==> src/rtl/edge_pkg.sv <==
// Shared types for the edge-detect output writer: pixel formats, frame FSM
// states and small helpers.
package edge_pkg;

  typedef logic [23:0] rgb_t;
  typedef logic [7:0]  gray_t;

  typedef enum logic [1:0] {
    S_RUN,
    S_LAST,
    S_DONE
  } frame_state_e;

  // Replicate one gray level into all three colour channels.
  function automatic rgb_t gray2rgb(input gray_t g);
    return {g, g, g};
  endfunction

  // Counter width for a range of n values; never narrower than one bit.
  function automatic int unsigned cnt_width(input int unsigned n);
    return (n > 1) ? $clog2(n) : 1;
  endfunction

endpackage

==> src/rtl/edge_frame_writer_if.sv <==
// FIFO-side signals of the frame writer: the 8-bit source FIFO it drains and
// the 24-bit sink FIFO it fills.
interface edge_frame_writer_if;
  import edge_pkg::*;

  logic  in_rd_en;
  logic  in_empty;
  gray_t in_dout;
  logic  out_wr_en;
  logic  out_full;
  rgb_t  out_din;
  logic  out_sof;
  logic  out_eol;

  // Writer side.
  modport master (
    output in_rd_en,
    input  in_empty,
    input  in_dout,
    output out_wr_en,
    input  out_full,
    output out_din,
    output out_sof,
    output out_eol
  );

  // FIFO side.
  modport slave (
    input  in_rd_en,
    output in_empty,
    output in_dout,
    input  out_wr_en,
    output out_full,
    input  out_din,
    input  out_sof,
    input  out_eol
  );

endinterface

==> src/rtl/pix_pos_counter.sv <==
// Raster position counter: x runs 0..WIDTH-1, y advances on each x wrap and
// runs 0..HEIGHT-1. Flags describe the position of the next pixel to pop.
module pix_pos_counter
  import edge_pkg::*;
#(
  parameter int unsigned WIDTH  = 720,
  parameter int unsigned HEIGHT = 540,
  localparam int unsigned XW    = cnt_width(WIDTH),
  localparam int unsigned YW    = cnt_width(HEIGHT)
) (
  input  logic          clock,
  input  logic          reset,
  input  logic          advance,
  input  logic          clear,
  output logic [XW-1:0] x,
  output logic [YW-1:0] y,
  output logic          is_first,
  output logic          is_eol,
  output logic          is_last
);

  localparam logic [XW-1:0] XMax = XW'(WIDTH - 1);
  localparam logic [YW-1:0] YMax = YW'(HEIGHT - 1);

  logic [XW-1:0] x_q;
  logic [YW-1:0] y_q;

  // Step through the raster once per advance, wrapping at the frame end.
  always_ff @(posedge clock or negedge reset) begin
    if (!reset) begin
      x_q <= '0;
      y_q <= '0;
    end else if (clear) begin
      x_q <= '0;
      y_q <= '0;
    end else if (advance) begin
      if (x_q == XMax) begin
        x_q <= '0;
        y_q <= (y_q == YMax) ? '0 : y_q + 1'b1;
      end else begin
        x_q <= x_q + 1'b1;
      end
    end
  end

  assign x        = x_q;
  assign y        = y_q;
  assign is_first = (x_q == '0) && (y_q == '0);
  assign is_eol   = (x_q == XMax);
  assign is_last  = (x_q == XMax) && (y_q == YMax);

endmodule

==> src/rtl/edge_frame_writer.sv <==
// Drains the 8-bit Sobel result FIFO into a 24-bit RGB FIFO through a
// one-entry hold register, tagging start-of-frame / end-of-line and counting
// completed frames.
module edge_frame_writer
  import edge_pkg::*;
#(
  parameter int unsigned WIDTH  = 720,
  parameter int unsigned HEIGHT = 540,
  parameter gray_t       THRESH = 8'd64
) (
  input  logic                 clock,
  input  logic                 reset,
  input  logic                 bin_en,
  edge_frame_writer_if.master  bus,
  output logic                 frame_done,
  output logic [15:0]          frame_count
);

  localparam int unsigned XW = cnt_width(WIDTH);
  localparam int unsigned YW = cnt_width(HEIGHT);
  localparam logic [XW-1:0] XMax = XW'(WIDTH - 1);
  localparam logic [YW-1:0] YMax = YW'(HEIGHT - 1);

  frame_state_e state_q, state_d;

  logic        hold_valid_q;
  rgb_t        hold_data_q;
  logic        hold_sof_q;
  logic        hold_eol_q;
  logic [15:0] frame_count_q;

  logic          pop;
  logic          write;
  gray_t         pix;
  logic [XW-1:0] x;
  logic [YW-1:0] y;
  logic          is_first;
  logic          is_eol;
  logic          is_last;

  // A write frees the hold register, so a pop may refill it in the same cycle.
  // Reset gates the pop so the source FIFO is never read while held in reset.
  assign write = hold_valid_q && !bus.out_full;
  assign pop   = reset && (state_q == S_RUN) && !bus.in_empty &&
                 (!hold_valid_q || !bus.out_full);

  assign pix = bin_en ? ((bus.in_dout >= THRESH) ? 8'hFF : 8'h00) : bus.in_dout;

  pix_pos_counter #(
    .WIDTH  (WIDTH),
    .HEIGHT (HEIGHT)
  ) u_pos (
    .clock    (clock),
    .reset    (reset),
    .advance  (pop),
    .clear    (state_q == S_DONE),
    .x        (x),
    .y        (y),
    .is_first (is_first),
    .is_eol   (is_eol),
    .is_last  (is_last)
  );

  // Hold register: load on pop, empty on a write that is not refilled.
  always_ff @(posedge clock or negedge reset) begin
    if (!reset) begin
      hold_valid_q <= 1'b0;
      hold_data_q  <= '0;
      hold_sof_q   <= 1'b0;
      hold_eol_q   <= 1'b0;
    end else if (pop) begin
      hold_valid_q <= 1'b1;
      hold_data_q  <= gray2rgb(pix);
      hold_sof_q   <= is_first;
      hold_eol_q   <= is_eol;
    end else if (write) begin
      hold_valid_q <= 1'b0;
    end
  end

  // Frame state register.
  always_ff @(posedge clock or negedge reset) begin
    if (!reset) begin
      state_q <= S_RUN;
    end else begin
      state_q <= state_d;
    end
  end

  // Frame sequencing: stop popping after the last pixel until it is written.
  always_comb begin
    state_d    = state_q;
    frame_done = 1'b0;
    case (state_q)
      S_RUN: begin
        if (pop && is_last) state_d = S_LAST;
      end
      S_LAST: begin
        if (write) state_d = S_DONE;
      end
      S_DONE: begin
        frame_done = 1'b1;
        state_d    = S_RUN;
      end
      default: state_d = S_RUN;
    endcase
  end

  // Completed-frame counter, wraps naturally at 2^16.
  always_ff @(posedge clock or negedge reset) begin
    if (!reset) begin
      frame_count_q <= '0;
    end else if (state_q == S_DONE) begin
      frame_count_q <= frame_count_q + 16'd1;
    end
  end

  assign frame_count   = frame_count_q;
  assign bus.in_rd_en  = pop;
  assign bus.out_wr_en = write;
  assign bus.out_din   = hold_data_q;
  assign bus.out_sof   = hold_sof_q;
  assign bus.out_eol   = hold_eol_q;

  // Position flags must agree with the raw coordinates.
  assert property (@(posedge clock) disable iff (!reset)
    (is_eol == (x == XMax)) && (is_last == ((x == XMax) && (y == YMax))) &&
    (is_first == ((x == '0) && (y == '0))));

endmodule

==> src/flat_wrapper.sv <==
// flat-port wrapper written by rule: the top's interface ports become plain ports
module edge_frame_writer_flat import edge_pkg::*;
#(
  parameter int unsigned WIDTH  = 720,
  parameter int unsigned HEIGHT = 540,
  parameter gray_t       THRESH = 8'd64
)
  (clock, reset, bin_en, frame_done, frame_count, bus_in_rd_en, bus_in_empty, bus_in_dout, bus_out_wr_en, bus_out_full, bus_out_din, bus_out_sof, bus_out_eol);
  edge_frame_writer_if bus_i ();
  input  logic clock;
  input  logic reset;
  input  logic bin_en;
  output logic frame_done;
  output logic [15:0] frame_count;
  output wire logic [$bits(bus_i.in_rd_en)-1:0] bus_in_rd_en;
  input wire logic [$bits(bus_i.in_empty)-1:0] bus_in_empty;
  input wire logic [$bits(bus_i.in_dout)-1:0] bus_in_dout;
  output wire logic [$bits(bus_i.out_wr_en)-1:0] bus_out_wr_en;
  input wire logic [$bits(bus_i.out_full)-1:0] bus_out_full;
  output wire logic [$bits(bus_i.out_din)-1:0] bus_out_din;
  output wire logic [$bits(bus_i.out_sof)-1:0] bus_out_sof;
  output wire logic [$bits(bus_i.out_eol)-1:0] bus_out_eol;
  assign bus_in_rd_en = bus_i.in_rd_en;
  assign bus_i.in_empty = bus_in_empty;
  assign bus_i.in_dout = bus_in_dout;
  assign bus_out_wr_en = bus_i.out_wr_en;
  assign bus_i.out_full = bus_out_full;
  assign bus_out_din = bus_i.out_din;
  assign bus_out_sof = bus_i.out_sof;
  assign bus_out_eol = bus_i.out_eol;
  edge_frame_writer #(.WIDTH(WIDTH), .HEIGHT(HEIGHT), .THRESH(THRESH)) u_core (.clock(clock), .reset(reset), .bin_en(bin_en), .bus(bus_i), .frame_done(frame_done), .frame_count(frame_count));
endmodule
==> config.mk <==
export PLATFORM = sky130hd
export DESIGN_NAME = edge_frame_writer_flat
export DESIGN_NICKNAME = d
export VERILOG_FILES = /design/src/rtl/edge_pkg.sv /design/src/rtl/edge_frame_writer_if.sv /design/src/rtl/pix_pos_counter.sv /design/src/rtl/edge_frame_writer.sv /design/src/flat_wrapper.sv
export SDC_FILE = /design/constraint.sdc
export NUM_CORES = 1
export LEC_CHECK = 0
export CAP_MARGIN = 0
export CORE_MARGIN = 1.5
export CORE_UTILIZATION = 46
export CTS_CLUSTER_SIZE = 10
export DETAILED_ROUTE_END_ITERATION = 10
export GPL_TIMING_DRIVEN = 0
export PLACE_DENSITY = 0.76
export SKIP_CTS_REPAIR_TIMING = 1
export SLEW_MARGIN = 25
export SYNTH_ARGS = -nofsm -noshare
export SYNTH_HDL_FRONTEND = slang
export SYNTH_SLANG_ARGS = --single-unit
==> constraint.sdc <==
create_clock -name clock -period 1.7 [get_ports clock]
set_input_delay 0.34 -clock clock [delete_from_list [all_inputs] [get_ports clock]]
set_output_delay 0.34 -clock clock [all_outputs]
set_load 0.03 [all_outputs]
# Word-level counts from Yosys, hierarchy flattened
# Cells that the tools add are included.
dict set report op_classes {
  add_sub_neg 3
  n_lt_le_gt_ge 1
  eq_ne 6
  mux 15
  n_reduce_logical 19
}
# op n
set op_table {}
lappend op_table {{$mux W10} 7}
lappend op_table {{$add A10 B1 Y10 const B} 2}
lappend op_table {{$eq A10 B10 Y1 const B} 2}
lappend op_table {{$logic_not A10 Y1} 2}
lappend op_table {{$add A16 B1 Y16 const B} 1}
lappend op_table {{$mux W8} 2}
lappend op_table {{$ge A8 B7 Y1 const B} 1}
lappend op_table {{$logic_and A1 B1 Y1} 7}
lappend op_table {{$reduce_bool A2 Y1} 3}
lappend op_table {{$mux W2} 2}
lappend op_table {{$ne A2 B2 Y1 const B} 2}
lappend op_table {{$pmux W2 S2} 1}
lappend op_table {{$reduce_and A2 Y1} 2}
lappend op_table {{$logic_not A1 Y1} 3}
lappend op_table {{$mux W1} 3}
lappend op_table {{$eq A2 B1 Y1 const B} 1}
lappend op_table {{$eq A2 B2 Y1 const B} 1}
lappend op_table {{$logic_not A2 Y1} 1}
lappend op_table {{$logic_or A1 B1 Y1} 1}
dict set report word_totals {
  regBits 65
  inputBits 13
  out_inout_bits 45
}

# Longest topological paths before layout
# Gate-level depths: netlist of the first run.
dict set report depth {
  ltp_word 7
  mapped_depth 6
  depth_no_buf 6
}

# Modules after synthesis
# From an unflattened synthesis of the first run, not the netlist that was laid out.
dict set report unflattened {
  cells_unflattened 254
  hier_area_um2 2585.0
}
# module instances cells_per_inst area_each_um2 seq_area_each_um2
set modules_own_cells {}
lappend modules_own_cells {edge_frame_writer 1 126 1363.8 725.7}
lappend modules_own_cells {pix_pos_counter 1 128 1221.2 500.5}

# Worst setup path after synthesis of the first run
# No wires, ideal clock.
dict set report synth_path {
  path_kind {register to register}
  startpoint {register u_core.u_pos.x_q[4], in the netlist u_core.u_pos.x[4]}
  endpoint {register u_core.u_pos.y_q[5], in the netlist u_core.u_pos.y[5]}
  t_arrival_ps 1651
  t_required_ps 1566
  setup_slack_ps -85
  stages_incl_launch_ff 5
  path_buffers 0
  cell_sequence {dfrtp_1 -> or4b_4 -> or2_4 -> o311ai_4 -> o41ai_2}
}
dict set report synth_between {
  elab_chain_cells 3
}
# item line
set synth_lines {}
lappend synth_lines {{from (decl)} pix_pos_counter.sv:25} ;# logic [XW-1:0] x_q;
lappend synth_lines {{from (signal assigned)} pix_pos_counter.sv:41} ;# x_q <= x_q + 1'b1;
lappend synth_lines {{$eq A10 B10 Y1} pix_pos_counter.sv:37} ;# if (x_q == XMax) begin
lappend synth_lines {{$reduce_bool A2 Y1 (no source line)} --}
lappend synth_lines {{$reduce_and A2 Y1 (no source line)} --}
lappend synth_lines {{to (signal assigned)} pix_pos_counter.sv:39} ;# y_q <= (y_q == YMax) ? '0 : y_q + 1'b1;
lappend synth_lines {{to (decl)} pix_pos_counter.sv:26} ;# logic [YW-1:0] y_q;
# Every way passes these cells.
# A chain may end at the register's enable or synchronous reset.

# Worst setup path after layout of the first run
dict set report layout_path {
  startpoint {register u_core.state_q[0]}
  endpoint {output port bus_in_rd_en}
}
dict set report layout_between {
  elab_chain_cells 4
}
# item line
set layout_lines {}
lappend layout_lines {{from (decl)} edge_frame_writer.sv:24} ;# frame_state_e state_q, state_d;
lappend layout_lines {{from (signal assigned)} edge_frame_writer.sv:86} ;# state_q <= state_d;
lappend layout_lines {{$logic_not A2 Y1} edge_frame_writer.sv:44} ;# assign pop = reset && (state_q == S_RUN) && !bus.in_empty &&
lappend layout_lines {{$logic_and A1 B1 Y1 (3 in a row)} edge_frame_writer.sv:44}
lappend layout_lines {{to (decl)} flat_wrapper.sv:15} ;# output wire logic [$bits(bus_i.in_rd_en)-1:0] bus_in_rd_en;
# Every way passes these cells.

==> flow_summary.json, run 1 <==
{
  "finalNetCount": 376,
  "grt_max_degree": 53,
  "cp_top_family": "flip-flops",
  "fmax_mhz": 529,
  "synth_area_per_cell_um2": 9.72,
  "critPathLaunch": "u_core.state_q[0]",
  "post_dp_cell_area_um2": 3340,
  "outcome": "complete, but fails checks",
  "area_delta_synth_final_pct": 42.4,
  "gp_congestion": 0.875,
  "tightest_slew_ns": 0.387,
  "pre_cts_slack_ns": -1.04,
  "final_util_pct": 68.7,
  "ant_nets": 0,
  "power_leakage_nw": 2.24,
  "r2r_start": "u_core.state_q[0]",
  "rsz0062_at_grt": "yes",
  "ys_warn_count": 0,
  "drt_iter0_markers": 93,
  "crit_buf_inv": 2,
  "final-max-slew-violation-count": 0,
  "antenna_cells": 0,
  "die_area_um2": 6320,
  "clkTransAtPathRegs_ns": 0.10,
  "setup_ws_ns": -0.191,
  "vias_per_cell": 5.56,
  "portBuffers": 56,
  "drive_above_1_share_pct": 24.2,
  "min_period_over_period_pct": 111,
  "hp-class": "primary input to asynchronous set/reset pin",
  "cts_max_path_buffers": 2,
  "dp_hpwl_um": 4330,
  "cp_max_fo": 7,
  "grt_pass1_vias": 2166,
  "clk_latency_ns": 0.32,
  "rows": 27,
  "setup-violations-final": 15,
  "synth_cells": 277,
  "whs_ns": -0.0493,
  "critPathSlowestCell": "dfrtp_2",
  "synth.distinct_cells": 53,
  "cts.htree.levels": 2,
  "start_util_pct": 48.3,
  "grt_first_pass_wirelength_um": 10100,
  "grt_overflow": 0,
  "r2r-end": "u_core.u_pos.y[7]",
  "die_w_um": 79.5,
  "violations": "hold timing, setup timing",
  "post-route-cell-area_um2": 3830,
  "slowest_delay_ns": 0.48,
  "cp.required_ns": 1.36,
  "yosys_most_used_dff": "dfrtp_1",
  "ys_async_sr_fraction_pct": 100,
  "path_depth": 4,
  "p_total_mw": 3.04,
  "layout_min_cycle_time_ns": 1.89,
  "fin_worst_skew_ns": 0.00815,
  "powerDensity_nw_per_um2": 794,
  "crit_path_cell_trace": "nor4b_4 > nand2_2 > inv_4 > clkbuf_4",
  "antenna_found_initial": 0,
  "synth_fp_nets": 295,
  "numClockSinks": 49,
  "r2r_cells": 6,
  "dr.pass1.iters": 4,
  "hold_violations": 49,
  "ys_ff_latch": 49,
  "cap_violations": 0,
  "synth_edf_count": 0,
  "r2r_slack_ns": -0.16,
  "syn-cell-area_um2": 2690,
  "cp.arrival_ns": 1.55,
  "n_fill_cell": 418,
  "root_buffer": "clkbuf_8",
  "end_kind": "output pin",
  "cts_tree": "yes",
  "irDropWorstVdd_mv": 0.468,
  "grtUsageTotal_pct": 20.1,
  "fin_tns_setup_ns": -1.37,
  "die_h_um": 79.5,
  "tritoncts.num_buffers": 5,
  "ys_seq_area_share_pct": 45.6,
  "wl_um": 6580,
  "drc": 0,
  "pin_count": 58,
  "crit_end": "bus_in_rd_en",
  "vias": 2395,
  "start_kind": "flip-flop",
  "slew_headroom_pct": 73.9,
  "coreArea_um2": 5570,
  "wl_per_cell_um": 15.3,
  "worstSetupPathType": "flip-flop to output pin"
}
-- placed cells by master, fill, tap and decap left out, drive strengths merged, types with 3 or more instances in the layout --
cell / synthesis / final
xnor2: 13 / 13
clkdlybuf4s50: 0 / 9
inv: 7 / 10
or2: 3 / 3
or3: 6 / 6
xor2: 4 / 4
o21ai: 22 / 22
o2111ai: 5 / 5
dfrtp: 49 / 49
a21oi: 7 / 7
nor2: 15 / 15
o31ai: 3 / 3
a31oi: 4 / 4
nand3: 20 / 20
and3: 5 / 5
nand4: 7 / 7
ha: 5 / 5
or4: 5 / 5
nor4: 4 / 4
nand2: 33 / 33
dlymetal6s2s: 0 / 44
and4: 3 / 3
clkbuf: 6 / 12
buf: 21 / 40
-- synthesized netlist by cell type, drive strengths merged, types with 5 or more instances --
library cell  number  area share (%)
nand2             33             4.6
a21oi              7             1.3
ha                 5             2.3
nor2              15             2.4
or4                5             1.4
and3               5             1.2
nand4              7             1.9
dfrtp             49              46
o2111ai            5             1.6
clkbuf             6            0.84
nand3             20             4.2
o21ai             22             4.2
or3                6             1.4
inv                7            0.98
xnor2             13             4.2
buf               21             5.5
-- area by class of cell --
cell class | count | area [um^2] | area share, %
buffer | 26 | 178 | 4.64
sequential | 49 | 1230 | 32.2
inverter | 7 | 36.3 | 0.947
timing repair inverter | 1 | 6.26 | 0.163
clock inverter | 3 | 25.0 | 0.653
clock buffer | 5 | 68.8 | 1.80
multi-input combinational | 194 | 1380 | 36.0
timing repair buffer | 74 | 816 | 21.3
tap | 72 | 90.1 | 2.35
-- sequential cells by signal, summed over array words and instances, names as in the netlist --
register / cells
u_core.bus.out_eol: 1
u_core.u_pos.y: 10
u_core.bus.out_sof: 1
u_core.bus.out_din: 8
u_core.u_pos.x: 10
u_core.state_q: 2
u_core.hold_valid_q: 1
u_core.frame_count: 16
-- worst reg2reg max path, delay by kind of cell (launching register included) --
kind                   cells  cell delay [ns]
muxes                      1             0.14
and+or+nand+nor            3             0.88
buffers and inverters      2             0.26
DFF                        1             0.48
-- layer usage --
| layer | vias up | GRT usage (%) | wire, um |
|---|---|---|---|
| met3 | 9 | 4.46 | 472 |
| li1 | 1158 | - | - |
| met4 | 0 | 6.67 | 82 |
| met5 | - | 0 | 0 |
| met1 | 1154 | 26.2 | 2840 |
| met2 | 74 | 33.1 | 3180 |
-- power breakdown --
group          internal, mW  switching (mW)
registers              1.28           0.145
clock network         0.301           0.440
logic                 0.427           0.448
total                  2.01            1.03
-- kinds of logic after synthesis --
| logic type | share of synthesized area (%) |
|---|---|
| simple gates | 24.7 |
| compound gates | 14.2 |
| flops | 45.6 |
| buf+inv | 7.30 |
| xor+xnor | 5.53 |
| fa+ha+maj | 2.32 |
| mux | 0.372 |
-- how the worst min path moves through the flow --
stage / startpoint / cells after the start / end / slack [ns]
floorplan: reset / 0 / u_core.bus.out_din[15] / 0.04
global placement: u_core.frame_count[15] / 1 / u_core.frame_count[15] / 0.46
detailed placement: reset / 1 / u_core.frame_count[13] / 0.41
CTS: reset / 1 / u_core.frame_count[13] / 0.06
global route: reset / 1 / u_core.frame_count[13] / -0.02
finish: reset / 1 / u_core.frame_count[13] / -0.05
-- through the flow --
step	hold slack, ns	cells
floorplan	0.0444	277
global placement	0.461	405
detailed placement	0.410	405
CTS	0.0587	413
global route	-0.0230	431
finish	-0.0493	431
No activity file was read; power rests on OpenSTA's default activity.
==> run 2: changes to the inputs <==
==> constraint.sdc (replaced) <==
create_clock -name clock -period 1.7 [get_ports clock]
set_input_delay 0.255 -clock clock [delete_from_list [all_inputs] [get_ports clock]]
set_output_delay 0.255 -clock clock [all_outputs]
set_load 0.03 [all_outputs]
==> flow_summary.json, run 2 (synthesis gave the netlist of run 1 again) <==
{
  "outcome": "complete, but fails checks",
  "violations": "hold timing, setup timing",
  "grt_overflow": 0,
  "layout_min_cycle_time_ns": 1.82,
  "r2r-end": "u_core.u_pos.y[4]",
  "p_total_mw": 3.05,
  "grt_max_degree": 53,
  "slowest_delay_ns": 0.56,
  "cap_violations": 0,
  "clk_latency_ns": 0.32,
  "final_util_pct": 65.9,
  "cp.arrival_ns": 2.03,
  "wl_per_cell_um": 14.7,
  "fin_worst_skew_ns": 0.00865,
  "top_layer": "met4",
  "vias": 2323,
  "final-max-slew-violation-count": 0,
  "area_delta_synth_final_pct": 36.5,
  "grt_pass1_vias": 2166,
  "cp_top_family": "simple AND/OR/NAND/NOR gates",
  "rsz0062_at_grt": "yes",
  "numClockSinks": 49,
  "setup_ws_ns": -0.120,
  "final_common_cell": "dfrtp_1",
  "power_leakage_nw": 2.07,
  "worstSetupPathType": "flip-flop to flip-flop",
  "whs_ns": -0.145,
  "largest_reg_flops": 16,
  "drt_iter0_markers": 98,
  "start_kind": "flip-flop",
  "dr_wl_met3_um": 381,
  "wl_met2_um": 2910,
  "antenna_cells": 0,
  "dr.pass1.iters": 4,
  "grtUsageTotal_pct": 20.1,
  "grt_first_pass_wirelength_um": 10100,
  "wl_um": 6210,
  "die_w_um": 79.5,
  "portBuffers": 56,
  "r2r_slack_ns": -0.12,
  "met1Wirelength_um": 2840,
  "drc": 0,
  "tritoncts.num_buffers": 5,
  "start_util_pct": 48.3,
  "finalNetCount": 368,
  "die_area_um2": 6320,
  "vias_per_cell": 5.49,
  "min_period_over_period_pct": 107,
  "fin_tns_setup_ns": -0.933,
  "slew_headroom_pct": 69.3,
  "coreArea_um2": 5570,
  "antenna_found_initial": 0,
  "root_buffer": "clkbuf_8",
  "die_h_um": 79.5,
  "layout_common_cells": "44 x dfrtp_1, 36 x dlymetal6s2s_1, 32 x nand2_1",
  "cts_max_path_buffers": 2,
  "hold_violations": 49,
  "setup-violations-final": 14,
  "cts_tree": "yes",
  "r2r_cells": 5,
  "dp_hpwl_um": 4330,
  "tightest_slew_ns": 0.460,
  "critPathSlowestCell": "or4b_4",
  "pin_count": 58,
  "crit_path_cell_trace": "or4b_4 > nor3b_4 > buf_2 > o2111ai_1 > o2111a_1",
  "cts.htree.levels": 2,
  "cp.required_ns": 1.91,
  "irDropWorstVdd_mv": 0.481,
  "gp_congestion": 0.875,
  "cp_max_fo": 7,
  "crit_buf_inv": 1,
  "clkTransAtPathRegs_ns": 0.10,
  "hp-class": "primary input to asynchronous set/reset pin",
  "powerDensity_nw_per_um2": 830,
  "rows": 27,
  "r2r_start": "u_core.state_q[0]",
  "ant_nets": 0,
  "drive_above_1_share_pct": 20.2,
  "fmax_mhz": 549,
  "end_kind": "flip-flop"
}
## run 2: cell types whose count changed in the layout (fill, tap and decap cells not counted), moves of 2 or more
cell	before	now
clkdlybuf4s50_1	9	17
dlymetal6s2s_1	44	36
buf_4	32	26
buf_6	5	2
o2111ai_1	3	5
o2111ai_2	2	0
o22ai_1	0	2
o22ai_2	2	0
## run 2: power breakdown
part	switching, mW	total [mW]	internal [mW]
clock network	0.440	0.740	0.301
registers	0.147	1.43	1.28
logic	0.449	0.881	0.432
## run 2: worst max-delay path by stage
| stage | startpoint | endpoint | slack, ns | cells after the start |
|---|---|---|---|---|
| after CTS | reset | bus_in_rd_en | -0.88 | 5 |
| final | u_core.state_q[0] | u_core.u_pos.y[4] | -0.12 | 5 |
| after detailed placement | reset | bus_in_rd_en | -0.87 | 5 |
| after global placement | reset | bus_in_rd_en | -2.59 | 5 |
| after global routing | u_core.state_q[0] | u_core.u_pos.y[5] | -0.21 | 5 |
| after floorplan | u_core.state_q[0] | u_core.u_pos.y[2] | 0.03 | 5 |
## run 2: cell type report
type	count	area (um^2)
inverter	7	31.3
fill	443	1900
tap	72	90.1
buffer	27	178
sequential	49	1230
timing repair buffer	66	719
multi-input combinational	194	1330
clock inverter	3	25.0
clock buffer	5	68.8
## run 2: worst reg2reg max path, stage by stage, from the launching register on
cell and delay (ns):
dfrtp_2 0.47, or4b_4 0.56, nor3b_4 0.23, buf_2 0.20, o2111ai_1 0.11, o2111a_1 0.16
## run 2: per-stage QoR
step | instances | setup WS (ns) | area, um^2 | hold slack [ns]
floorplan | 277 | 0.0260 | 2690 | -0.0406
global placement | 405 | -2.59 | 3340 | 0.461
detailed placement | 405 | -0.870 | 3340 | 0.325
CTS | 413 | -0.882 | 3430 | -0.0263
global route | 423 | -0.205 | 3670 | -0.108
finish | 423 | -0.120 | 3670 | -0.145
## run 2: per-layer routing
| layer | track usage, % | vias to the layer above |
|---|---|---|
| met5 | 0 | - |
| met4 | 6.67 | 0 |
| met3 | 4.46 | 7 |
| met2 | 33.1 | 65 |
| met1 | 26.2 | 1116 |
| li1 | - | 1135 |
